<file path="src/rtl/axi_pkg.sv">
// Shared AXI4 constants, burst-master state encoding and the 4KB page-crossing helper.
package axi_pkg;

  localparam logic [1:0] BURST_INCR  = 2'b01;
  localparam logic [1:0] RESP_OKAY   = 2'b00;
  localparam logic [1:0] RESP_SLVERR = 2'b10;
  localparam logic [1:0] RESP_DECERR = 2'b11;

  typedef enum logic [2:0] {IDLE, AW, W, B, AR, R, ERR} state_e;

  // True when an INCR burst of len+1 beats starting at addr_lo runs past the 4KB page.
  function automatic logic crosses_4k(input logic [11:0] addr_lo, input logic [7:0] len,
                                      input int strb_width);
    int end_v;
    end_v = int'(addr_lo) + (int'(len) + 32'sd1) * strb_width;
    return (end_v > 32'sd4096);
  endfunction

endpackage

</file>
<file path="src/rtl/axi_burst_master_if.sv">
// AXI4 master-slot bundle (AW/W/B/AR/R) between the burst master and an interconnect port.
interface axi_burst_master_if #(
  parameter int ADDR_WIDTH = 32,
  parameter int DATA_WIDTH = 64,
  parameter int ID_WIDTH   = 4,
  parameter int USER_WIDTH = 1,
  parameter int STRB_WIDTH = DATA_WIDTH / 8
);
  logic [ID_WIDTH-1:0]   M_AWID;
  logic [ADDR_WIDTH-1:0] M_AWADDR;
  logic [7:0]            M_AWLEN;
  logic [2:0]            M_AWSIZE;
  logic [1:0]            M_AWBURST;
  logic                  M_AWLOCK;
  logic [3:0]            M_AWCACHE;
  logic [2:0]            M_AWPROT;
  logic [3:0]            M_AWQOS;
  logic [3:0]            M_AWREGION;
  logic [USER_WIDTH-1:0] M_AWUSER;
  logic                  M_AWVALID;
  logic                  M_AWREADY;

  logic [DATA_WIDTH-1:0] M_WDATA;
  logic [STRB_WIDTH-1:0] M_WSTRB;
  logic                  M_WLAST;
  logic [USER_WIDTH-1:0] M_WUSER;
  logic                  M_WVALID;
  logic                  M_WREADY;

  logic [ID_WIDTH-1:0]   M_BID;
  logic [1:0]            M_BRESP;
  logic                  M_BVALID;
  logic                  M_BREADY;

  logic [ID_WIDTH-1:0]   M_ARID;
  logic [ADDR_WIDTH-1:0] M_ARADDR;
  logic [7:0]            M_ARLEN;
  logic [2:0]            M_ARSIZE;
  logic [1:0]            M_ARBURST;
  logic                  M_ARLOCK;
  logic [3:0]            M_ARCACHE;
  logic [2:0]            M_ARPROT;
  logic [3:0]            M_ARQOS;
  logic [3:0]            M_ARREGION;
  logic [USER_WIDTH-1:0] M_ARUSER;
  logic                  M_ARVALID;
  logic                  M_ARREADY;

  logic [ID_WIDTH-1:0]   M_RID;
  logic [DATA_WIDTH-1:0] M_RDATA;
  logic [1:0]            M_RRESP;
  logic                  M_RLAST;
  logic                  M_RVALID;
  logic                  M_RREADY;

  modport master (
    output M_AWID, M_AWADDR, M_AWLEN, M_AWSIZE, M_AWBURST, M_AWLOCK, M_AWCACHE, M_AWPROT,
           M_AWQOS, M_AWREGION, M_AWUSER, M_AWVALID,
    input  M_AWREADY,
    output M_WDATA, M_WSTRB, M_WLAST, M_WUSER, M_WVALID,
    input  M_WREADY,
    input  M_BID, M_BRESP, M_BVALID,
    output M_BREADY,
    output M_ARID, M_ARADDR, M_ARLEN, M_ARSIZE, M_ARBURST, M_ARLOCK, M_ARCACHE, M_ARPROT,
           M_ARQOS, M_ARREGION, M_ARUSER, M_ARVALID,
    input  M_ARREADY,
    input  M_RID, M_RDATA, M_RRESP, M_RLAST, M_RVALID,
    output M_RREADY
  );

  modport slave (
    input  M_AWID, M_AWADDR, M_AWLEN, M_AWSIZE, M_AWBURST, M_AWLOCK, M_AWCACHE, M_AWPROT,
           M_AWQOS, M_AWREGION, M_AWUSER, M_AWVALID,
    output M_AWREADY,
    input  M_WDATA, M_WSTRB, M_WLAST, M_WUSER, M_WVALID,
    output M_WREADY,
    output M_BID, M_BRESP, M_BVALID,
    input  M_BREADY,
    input  M_ARID, M_ARADDR, M_ARLEN, M_ARSIZE, M_ARBURST, M_ARLOCK, M_ARCACHE, M_ARPROT,
           M_ARQOS, M_ARREGION, M_ARUSER, M_ARVALID,
    output M_ARREADY,
    output M_RID, M_RDATA, M_RRESP, M_RLAST, M_RVALID,
    input  M_RREADY
  );

endinterface

</file>
<file path="src/rtl/axi_burst_master.sv">
// Single-outstanding AXI4 INCR burst engine: one command becomes one AW/W/B or AR/R transaction.
// Beat data passes combinationally; control state, burst context and completion are registered.
module axi_burst_master
  import axi_pkg::*;
#(
  parameter int ADDR_WIDTH = 32,
  parameter int DATA_WIDTH = 64,
  parameter int ID_WIDTH   = 4,
  parameter int USER_WIDTH = 1,
  parameter int STRB_WIDTH = DATA_WIDTH / 8,
  parameter int MASTER_ID  = 0
) (
  input  logic                  ACLK,
  input  logic                  ARESETn,
  input  logic                  cmd_valid,
  output logic                  cmd_ready,
  input  logic                  cmd_write,
  input  logic [ADDR_WIDTH-1:0] cmd_addr,
  input  logic [7:0]            cmd_len,
  input  logic [DATA_WIDTH-1:0] wr_data,
  input  logic                  wr_valid,
  output logic                  wr_ready,
  output logic [DATA_WIDTH-1:0] rd_data,
  output logic                  rd_valid,
  input  logic                  rd_ready,
  output logic                  rd_last,
  output logic                  done,
  output logic                  done_err,
  axi_burst_master_if.master    m
);

  localparam int SIZE = $clog2(STRB_WIDTH);
  localparam logic [ID_WIDTH-1:0] MID_C = ID_WIDTH'(MASTER_ID);

  state_e                state_q, state_d;
  logic [ADDR_WIDTH-1:0] addr_q, addr_d;
  logic [7:0]            len_q, len_d;
  logic [7:0]            cnt_q, cnt_d;
  logic                  err_q, err_d;
  logic                  done_q, done_d;
  logic                  done_err_q, done_err_d;

  logic [ADDR_WIDTH-1:0] aligned_s;
  logic                  last_cnt_s;
  logic                  w_hs_s;
  logic                  r_hs_s;
  logic                  r_beat_err_s;

  assign aligned_s    = {cmd_addr[ADDR_WIDTH-1:SIZE], {SIZE{1'b0}}};
  assign last_cnt_s   = (cnt_q == len_q);
  assign w_hs_s       = (state_q == W) && wr_valid && m.M_WREADY;
  assign r_hs_s       = (state_q == R) && m.M_RVALID && rd_ready;
  // A misplaced or missing RLAST is flagged the same way as a bad response or ID.
  assign r_beat_err_s = (m.M_RRESP != RESP_OKAY) || (m.M_RID != MID_C) ||
                        (m.M_RLAST != last_cnt_s);

  // State and burst-context registers; reset clears every handshake driver at once.
  always_ff @(posedge ACLK or negedge ARESETn) begin
    if (!ARESETn) begin
      state_q    <= IDLE;
      addr_q     <= {ADDR_WIDTH{1'b0}};
      len_q      <= 8'd0;
      cnt_q      <= 8'd0;
      err_q      <= 1'b0;
      done_q     <= 1'b0;
      done_err_q <= 1'b0;
    end else begin
      state_q    <= state_d;
      addr_q     <= addr_d;
      len_q      <= len_d;
      cnt_q      <= cnt_d;
      err_q      <= err_d;
      done_q     <= done_d;
      done_err_q <= done_err_d;
    end
  end

  // Next-state, beat counting and completion status.
  always_comb begin
    state_d    = state_q;
    addr_d     = addr_q;
    len_d      = len_q;
    cnt_d      = cnt_q;
    err_d      = err_q;
    done_d     = 1'b0;
    done_err_d = 1'b0;
    case (state_q)
      IDLE: begin
        if (cmd_valid) begin
          addr_d = aligned_s;
          len_d  = cmd_len;
          cnt_d  = 8'd0;
          err_d  = 1'b0;
          if (crosses_4k(aligned_s[11:0], cmd_len, STRB_WIDTH)) begin
            state_d = ERR;
          end else if (cmd_write) begin
            state_d = AW;
          end else begin
            state_d = AR;
          end
        end else begin
          state_d = IDLE;
        end
      end
      AW: begin
        if (m.M_AWREADY) state_d = W;
        else             state_d = AW;
      end
      W: begin
        if (w_hs_s) begin
          cnt_d = cnt_q + 8'd1;
          if (last_cnt_s) state_d = B;
          else            state_d = W;
        end else begin
          state_d = W;
        end
      end
      B: begin
        if (m.M_BVALID) begin
          done_d     = 1'b1;
          done_err_d = (m.M_BRESP != RESP_OKAY) || (m.M_BID != MID_C);
          state_d    = IDLE;
        end else begin
          state_d = B;
        end
      end
      AR: begin
        if (m.M_ARREADY) state_d = R;
        else             state_d = AR;
      end
      R: begin
        if (r_hs_s) begin
          cnt_d = cnt_q + 8'd1;
          err_d = err_q | r_beat_err_s;
          if (m.M_RLAST) begin
            done_d     = 1'b1;
            done_err_d = err_q | r_beat_err_s;
            state_d    = IDLE;
          end else begin
            state_d = R;
          end
        end else begin
          state_d = R;
        end
      end
      ERR: begin
        done_d     = 1'b1;
        done_err_d = 1'b1;
        state_d    = IDLE;
      end
      default: begin
        state_d = IDLE;
      end
    endcase
  end

  assign cmd_ready = (state_q == IDLE);
  assign done      = done_q;
  assign done_err  = done_err_q;

  assign m.M_AWID     = MID_C;
  assign m.M_AWADDR   = addr_q;
  assign m.M_AWLEN    = len_q;
  assign m.M_AWSIZE   = 3'(SIZE);
  assign m.M_AWBURST  = BURST_INCR;
  assign m.M_AWLOCK   = 1'b0;
  assign m.M_AWCACHE  = 4'd0;
  assign m.M_AWPROT   = 3'd0;
  assign m.M_AWQOS    = 4'd0;
  assign m.M_AWREGION = 4'd0;
  assign m.M_AWUSER   = {USER_WIDTH{1'b0}};
  assign m.M_AWVALID  = (state_q == AW);

  assign m.M_WDATA  = wr_data;
  assign m.M_WSTRB  = {STRB_WIDTH{1'b1}};
  assign m.M_WLAST  = last_cnt_s;
  assign m.M_WUSER  = {USER_WIDTH{1'b0}};
  assign m.M_WVALID = (state_q == W) && wr_valid;
  assign wr_ready   = (state_q == W) && m.M_WREADY;
  assign m.M_BREADY = (state_q == B);

  assign m.M_ARID     = MID_C;
  assign m.M_ARADDR   = addr_q;
  assign m.M_ARLEN    = len_q;
  assign m.M_ARSIZE   = 3'(SIZE);
  assign m.M_ARBURST  = BURST_INCR;
  assign m.M_ARLOCK   = 1'b0;
  assign m.M_ARCACHE  = 4'd0;
  assign m.M_ARPROT   = 3'd0;
  assign m.M_ARQOS    = 4'd0;
  assign m.M_ARREGION = 4'd0;
  assign m.M_ARUSER   = {USER_WIDTH{1'b0}};
  assign m.M_ARVALID  = (state_q == AR);

  assign m.M_RREADY = (state_q == R) && rd_ready;
  assign rd_valid   = (state_q == R) && m.M_RVALID;
  assign rd_data    = m.M_RDATA;
  assign rd_last    = (state_q == R) && m.M_RLAST;

endmodule

</file>
<file path="src/flat_wrapper.sv">
// flat-port wrapper written by rule: the top's interface ports become plain ports
module axi_burst_master_flat import axi_pkg::*;
#(
  parameter int ADDR_WIDTH = 32,
  parameter int DATA_WIDTH = 64,
  parameter int ID_WIDTH   = 4,
  parameter int USER_WIDTH = 1,
  parameter int STRB_WIDTH = DATA_WIDTH / 8,
  parameter int MASTER_ID  = 0
)
  (ACLK, ARESETn, cmd_valid, cmd_ready, cmd_write, cmd_addr, cmd_len, wr_data, wr_valid, wr_ready, rd_data, rd_valid, rd_ready, rd_last, done, done_err, m_M_AWID, m_M_AWADDR, m_M_AWLEN, m_M_AWSIZE, m_M_AWBURST, m_M_AWLOCK, m_M_AWCACHE, m_M_AWPROT, m_M_AWQOS, m_M_AWREGION, m_M_AWUSER, m_M_AWVALID, m_M_AWREADY, m_M_WDATA, m_M_WSTRB, m_M_WLAST, m_M_WUSER, m_M_WVALID, m_M_WREADY, m_M_BID, m_M_BRESP, m_M_BVALID, m_M_BREADY, m_M_ARID, m_M_ARADDR, m_M_ARLEN, m_M_ARSIZE, m_M_ARBURST, m_M_ARLOCK, m_M_ARCACHE, m_M_ARPROT, m_M_ARQOS, m_M_ARREGION, m_M_ARUSER, m_M_ARVALID, m_M_ARREADY, m_M_RID, m_M_RDATA, m_M_RRESP, m_M_RLAST, m_M_RVALID, m_M_RREADY);
  axi_burst_master_if #(.ADDR_WIDTH(ADDR_WIDTH), .DATA_WIDTH(DATA_WIDTH), .ID_WIDTH(ID_WIDTH), .USER_WIDTH(USER_WIDTH), .STRB_WIDTH(STRB_WIDTH)) m_i ();
  input  logic ACLK;
  input  logic ARESETn;
  input  logic cmd_valid;
  output logic cmd_ready;
  input  logic cmd_write;
  input  logic [ADDR_WIDTH-1:0] cmd_addr;
  input  logic [7:0] cmd_len;
  input  logic [DATA_WIDTH-1:0] wr_data;
  input  logic wr_valid;
  output logic wr_ready;
  output logic [DATA_WIDTH-1:0] rd_data;
  output logic rd_valid;
  input  logic rd_ready;
  output logic rd_last;
  output logic done;
  output logic done_err;
  output wire logic [$bits(m_i.M_AWID)-1:0] m_M_AWID;
  output wire logic [$bits(m_i.M_AWADDR)-1:0] m_M_AWADDR;
  output wire logic [$bits(m_i.M_AWLEN)-1:0] m_M_AWLEN;
  output wire logic [$bits(m_i.M_AWSIZE)-1:0] m_M_AWSIZE;
  output wire logic [$bits(m_i.M_AWBURST)-1:0] m_M_AWBURST;
  output wire logic [$bits(m_i.M_AWLOCK)-1:0] m_M_AWLOCK;
  output wire logic [$bits(m_i.M_AWCACHE)-1:0] m_M_AWCACHE;
  output wire logic [$bits(m_i.M_AWPROT)-1:0] m_M_AWPROT;
  output wire logic [$bits(m_i.M_AWQOS)-1:0] m_M_AWQOS;
  output wire logic [$bits(m_i.M_AWREGION)-1:0] m_M_AWREGION;
  output wire logic [$bits(m_i.M_AWUSER)-1:0] m_M_AWUSER;
  output wire logic [$bits(m_i.M_AWVALID)-1:0] m_M_AWVALID;
  input wire logic [$bits(m_i.M_AWREADY)-1:0] m_M_AWREADY;
  output wire logic [$bits(m_i.M_WDATA)-1:0] m_M_WDATA;
  output wire logic [$bits(m_i.M_WSTRB)-1:0] m_M_WSTRB;
  output wire logic [$bits(m_i.M_WLAST)-1:0] m_M_WLAST;
  output wire logic [$bits(m_i.M_WUSER)-1:0] m_M_WUSER;
  output wire logic [$bits(m_i.M_WVALID)-1:0] m_M_WVALID;
  input wire logic [$bits(m_i.M_WREADY)-1:0] m_M_WREADY;
  input wire logic [$bits(m_i.M_BID)-1:0] m_M_BID;
  input wire logic [$bits(m_i.M_BRESP)-1:0] m_M_BRESP;
  input wire logic [$bits(m_i.M_BVALID)-1:0] m_M_BVALID;
  output wire logic [$bits(m_i.M_BREADY)-1:0] m_M_BREADY;
  output wire logic [$bits(m_i.M_ARID)-1:0] m_M_ARID;
  output wire logic [$bits(m_i.M_ARADDR)-1:0] m_M_ARADDR;
  output wire logic [$bits(m_i.M_ARLEN)-1:0] m_M_ARLEN;
  output wire logic [$bits(m_i.M_ARSIZE)-1:0] m_M_ARSIZE;
  output wire logic [$bits(m_i.M_ARBURST)-1:0] m_M_ARBURST;
  output wire logic [$bits(m_i.M_ARLOCK)-1:0] m_M_ARLOCK;
  output wire logic [$bits(m_i.M_ARCACHE)-1:0] m_M_ARCACHE;
  output wire logic [$bits(m_i.M_ARPROT)-1:0] m_M_ARPROT;
  output wire logic [$bits(m_i.M_ARQOS)-1:0] m_M_ARQOS;
  output wire logic [$bits(m_i.M_ARREGION)-1:0] m_M_ARREGION;
  output wire logic [$bits(m_i.M_ARUSER)-1:0] m_M_ARUSER;
  output wire logic [$bits(m_i.M_ARVALID)-1:0] m_M_ARVALID;
  input wire logic [$bits(m_i.M_ARREADY)-1:0] m_M_ARREADY;
  input wire logic [$bits(m_i.M_RID)-1:0] m_M_RID;
  input wire logic [$bits(m_i.M_RDATA)-1:0] m_M_RDATA;
  input wire logic [$bits(m_i.M_RRESP)-1:0] m_M_RRESP;
  input wire logic [$bits(m_i.M_RLAST)-1:0] m_M_RLAST;
  input wire logic [$bits(m_i.M_RVALID)-1:0] m_M_RVALID;
  output wire logic [$bits(m_i.M_RREADY)-1:0] m_M_RREADY;
  assign m_M_AWID = m_i.M_AWID;
  assign m_M_AWADDR = m_i.M_AWADDR;
  assign m_M_AWLEN = m_i.M_AWLEN;
  assign m_M_AWSIZE = m_i.M_AWSIZE;
  assign m_M_AWBURST = m_i.M_AWBURST;
  assign m_M_AWLOCK = m_i.M_AWLOCK;
  assign m_M_AWCACHE = m_i.M_AWCACHE;
  assign m_M_AWPROT = m_i.M_AWPROT;
  assign m_M_AWQOS = m_i.M_AWQOS;
  assign m_M_AWREGION = m_i.M_AWREGION;
  assign m_M_AWUSER = m_i.M_AWUSER;
  assign m_M_AWVALID = m_i.M_AWVALID;
  assign m_i.M_AWREADY = m_M_AWREADY;
  assign m_M_WDATA = m_i.M_WDATA;
  assign m_M_WSTRB = m_i.M_WSTRB;
  assign m_M_WLAST = m_i.M_WLAST;
  assign m_M_WUSER = m_i.M_WUSER;
  assign m_M_WVALID = m_i.M_WVALID;
  assign m_i.M_WREADY = m_M_WREADY;
  assign m_i.M_BID = m_M_BID;
  assign m_i.M_BRESP = m_M_BRESP;
  assign m_i.M_BVALID = m_M_BVALID;
  assign m_M_BREADY = m_i.M_BREADY;
  assign m_M_ARID = m_i.M_ARID;
  assign m_M_ARADDR = m_i.M_ARADDR;
  assign m_M_ARLEN = m_i.M_ARLEN;
  assign m_M_ARSIZE = m_i.M_ARSIZE;
  assign m_M_ARBURST = m_i.M_ARBURST;
  assign m_M_ARLOCK = m_i.M_ARLOCK;
  assign m_M_ARCACHE = m_i.M_ARCACHE;
  assign m_M_ARPROT = m_i.M_ARPROT;
  assign m_M_ARQOS = m_i.M_ARQOS;
  assign m_M_ARREGION = m_i.M_ARREGION;
  assign m_M_ARUSER = m_i.M_ARUSER;
  assign m_M_ARVALID = m_i.M_ARVALID;
  assign m_i.M_ARREADY = m_M_ARREADY;
  assign m_i.M_RID = m_M_RID;
  assign m_i.M_RDATA = m_M_RDATA;
  assign m_i.M_RRESP = m_M_RRESP;
  assign m_i.M_RLAST = m_M_RLAST;
  assign m_i.M_RVALID = m_M_RVALID;
  assign m_M_RREADY = m_i.M_RREADY;
  axi_burst_master #(.ADDR_WIDTH(ADDR_WIDTH), .DATA_WIDTH(DATA_WIDTH), .ID_WIDTH(ID_WIDTH), .USER_WIDTH(USER_WIDTH), .STRB_WIDTH(STRB_WIDTH), .MASTER_ID(MASTER_ID)) u_core (.ACLK(ACLK), .ARESETn(ARESETn), .cmd_valid(cmd_valid), .cmd_ready(cmd_ready), .cmd_write(cmd_write), .cmd_addr(cmd_addr), .cmd_len(cmd_len), .wr_data(wr_data), .wr_valid(wr_valid), .wr_ready(wr_ready), .rd_data(rd_data), .rd_valid(rd_valid), .rd_ready(rd_ready), .rd_last(rd_last), .done(done), .done_err(done_err), .m(m_i));
endmodule
</file>
<file path="config.mk">
export PLATFORM = sky130hd
export DESIGN_NAME = axi_burst_master_flat
export DESIGN_NICKNAME = d
export VERILOG_FILES = /design/src/rtl/axi_pkg.sv /design/src/rtl/axi_burst_master_if.sv /design/src/rtl/axi_burst_master.sv /design/src/flat_wrapper.sv
export SDC_FILE = /design/constraint.sdc
export NUM_CORES = 1
export LEC_CHECK = 0
export ABC_AREA = 1
export BUFFER_PORTS_ARGS = -buffer_cell sky130_fd_sc_hd__buf_2
export CORE_AREA = 10 10 176 178
export CTS_BUF_LIST = sky130_fd_sc_hd__clkbuf_8
export DETAILED_ROUTE_END_ITERATION = 8
export DIE_AREA = 0 0 186 188
export GPL_ROUTABILITY_DRIVEN = 0
export HOLD_SLACK_MARGIN = 0.15
export PLACE_DENSITY_LB_ADDON = 0.08
export SYNTH_ARGS = -nofsm -noshare
export SYNTH_HDL_FRONTEND = slang
export SYNTH_SLANG_ARGS = --single-unit
</file>
<file path="constraint.sdc">
create_clock -name ACLK -period 3.6 [get_ports ACLK]
set_input_delay 0.54 -clock ACLK [delete_from_list [all_inputs] [get_ports ACLK]]
set_output_delay 0.54 -clock ACLK [all_outputs]
set_load 0.1 [all_outputs]
</file>
==> impl_metrics.toml <==
[timing]
slew-limit-headroom = 0.466
timing.clock.skew_ns = 0.00840
setup_tns_after_final_layout_ns = 0
max_clock_freq_mhz = 374
timing.hold.ws_ns = 0.294
rsz0062_at_grt = "no"
timing.final.crit_share = 0.743
fin_crit_ns = 2.67
drv_slew = 0
final_hold_viol_count = 0
tightestPinTransition_ns = 0.801
setup_viol = 0

[detailed_routing]
route.detailed.vias_per_inst = 3.48
totalWireLength_microns = 14700
drtIter0Drc = 158
avgRoutedWirePerCell_microns = 15.3
drcViolationCount = 0
drt_first_pass_iters = 4
detailroute.via_count = 3348
number_of_routed_nets_with_antenna_violations = 0

[cells_and_area]
fin_nets = 820
commonest_cells_after_routing_fill_and_taps_aside = "nand2_1 (146), buf_2 (146), conb_1 (67)"
ratio_of_cells_with_drive_above_1_in_the_final_layout = 0.278
multi_input_gate_area_sq_mm = 0.00172
regArea_sq_mm = 0.00128
fillers = 3211
post_layout_nonfiller_instances = 963
fin_util = 0.163
area.growth.synth_to_final_pct = -5.25

[synthesis]
netlist-cell-type-count = 36
async_flop_share = 1.00
main_synth_ff_type = "dfrtp_1"
avgSynthCellArea_sq_um = 7.43
synth_edf_count = 0
mapped_cell_area_sq_mm = 0.00472
synth.ff_latch_count = 51
synth.yosys.warnings = 0
synth_instances = 636
ys_seq_area_frac = 0.270

[clock_network]
tritoncts = "yes"
worst_setup_hold_path_clk_slew_ns = 0.11
ctsResizeCount = 0
clock_tree.root_cell = "clkbuf_8"
cts_hold_repair.buffers = 0
cts_max_path_buffers = 2
source_to_sink_clock_delay_at_the_later_pin_of_the_worst_skew_pair_ns = 0.33
cts_post_setup_buffers_inserted = 0
htreeDepth = 2
cts.sink_count = 51
cts_bufs_inserted = 5

[pwr]
p_per_area_mw_per_mm2 = 1370
vdd_ir_drop_max_mv = 0.506
static-leakage-power_uw = 0.00259

[worst_setup_path]
data_required_time_at_the_worst_endpoint_ns = 3.83
cp_max_fo = 5
end_kind = "flip-flop"
path_class = "in2reg"
critical_path.slowest_cell = "ha_1"
cp_common_cell = "nand2_1"
critical_path_arrival_ns = 2.90
critPathLaunchType = "primary input"
highest_cell_delay_on_the_worst_timing_path_ns = 0.35
timing.critical_path.cells = "buf_2, ha_1, nand3_1, nor3_1, xor2_1, inv_1, ha_1, nand2_1, inv_1, a21oi_1, nand2_1, nand2_1, nand2_1, nor2_1, nand3_1, nand2_1, nand2_1, nand2_1, nand2_1"

[grt]
number_of_antenna_violations_at_the_first_check_in_global_routing = 3
grt.total_usage = 0.0807
grt_max_degree = 50
first_global_vias = 3656
wire_length_of_the_first_global_routing_pass_microns = 21700
globalRoute.totalOverflow = 0

[hold_path]
timing.hold.worst.class = "in2async"

[die]
chipHeight_microns = 188
floorplan.initialDensity = 0.172
floorplan.io_pins = 473
rows = 61
dieWidth_microns = 186
core_area_sq_mm = 0.0275
die_area_sq_mm = 0.0350

[job]
cap_violations = 0

[placement]
io_buffers = 146
dp.final_hpwl_microns = 12400
numPlacedInstances = 954

[run_status]
run_status = "completed"
[layout make-up]
type | instances | area share
Sequential cell | 51 | 0.285
Inverter | 52 | 0.0442
Clock inverter | 1 | 0.00168
Antenna cell | 1 | 0.000559
Clock buffer | 7 | 0.0215
Timing Repair Buffer | 148 | 0.167
Tap cell | 346 | 0.0967
Multi-Input combinational cell | 357 | 0.384
[path summary, 6_finish.rpt]
path / start / endpoint / slack [ns] / cells after the start
max reg2reg: u_core.state_q[0] / u_core.cnt_q[3] / 1.79 / 10
min in group ACLK: cmd_addr[23] / u_core.m.M_ARADDR[23] / 0.40 / 3
max in group asynchronous: ARESETn / u_core.m.M_ARADDR[8] / 2.50 / 2
min: ARESETn / u_core.done_err / 0.29 / 1
max: cmd_len[0] / u_core.state_q[2] / 0.93 / 19
min reg2reg: u_core.m.M_ARADDR[23] / u_core.m.M_ARADDR[23] / 0.51 / 2
[worst max-delay path: cells and delay by family]
family	cells	cell delay, ns
and+or+nand+nor	12	1.28
adders and majority gates	2	0.52
buffers and inverters	3	0.19
xor gates and xnor gates	1	0.18
AOI/OAI and AO/OA	1	0.18
[kinds of logic (layout without fill, tap and decap cells)]
family,Yosys count,after routing,synth area share
adders and majority gates,13,13,0.0360
AOI/OAI and AO/OA,30,30,0.0342
DFF,51,51,0.270
xor gates and xnor gates,16,16,0.0297
buffers and inverters,293,208,0.419
and+or+nand+nor,231,231,0.210
other,2,68,0.00159
[power by group]
part | switching (uW) | total, uW | leakage (uW) | internal, uW
Combinational | 4130 | 4680 | 0.00189 | 547
Sequential | 231 | 1040 | 0.000651 | 805
Clock | 217 | 393 | 0.0000505 | 176
[synth_stat cells (2+ instances only)]
master,n,area share
dfrtp_1,51,0.27
o21ai_0,15,0.016
buf_2,2,0.0021
ha_1,12,0.032
nand4_1,3,0.0040
nor2_2,2,0.0026
nor4_1,3,0.0040
nand3_1,23,0.024
xor2_1,14,0.026
nor2_1,35,0.028
inv_2,3,0.0024
conb_1,2,0.0016
xnor2_1,2,0.0037
clkbuf_1,6,0.0048
a21oi_1,10,0.011
buf_4,232,0.37
nor3_1,9,0.0095
inv_1,48,0.038
nand2_1,147,0.12
[state kept, by name (all words and copies together), names as in the netlist]
register / flops
u_core.cnt_q: 8
u_core.done: 1
u_core.done_err: 1
u_core.err_q: 1
u_core.m.M_ARADDR: 29
u_core.m.M_ARLEN: 8
u_core.state_q: 3
[metal layers]
layer / share of wire / track usage / routed length, microns
met3: 0.093 / 0.0298 / 1360
met5: 0.0014 / 0 / 21
met2: 0.53 / 0.153 / 7770
met4: 0.035 / 0.0357 / 516
met1: 0.34 / 0.0745 / 5050
[stage by stage]
stage | setup slack (ns) | area [sq um] | total power, uW
finish | 0.926 | 4480 | 6110
global route | 0.590 | 4470 | 6410
CTS | 0.904 | 4470 | 6220
detailed placement | 0.541 | 4370 | 5800
global placement | 0.557 | 4370 | 5810
floorplan | 0.381 | 4970 | 6020
(Power assumes the default switching activity.)
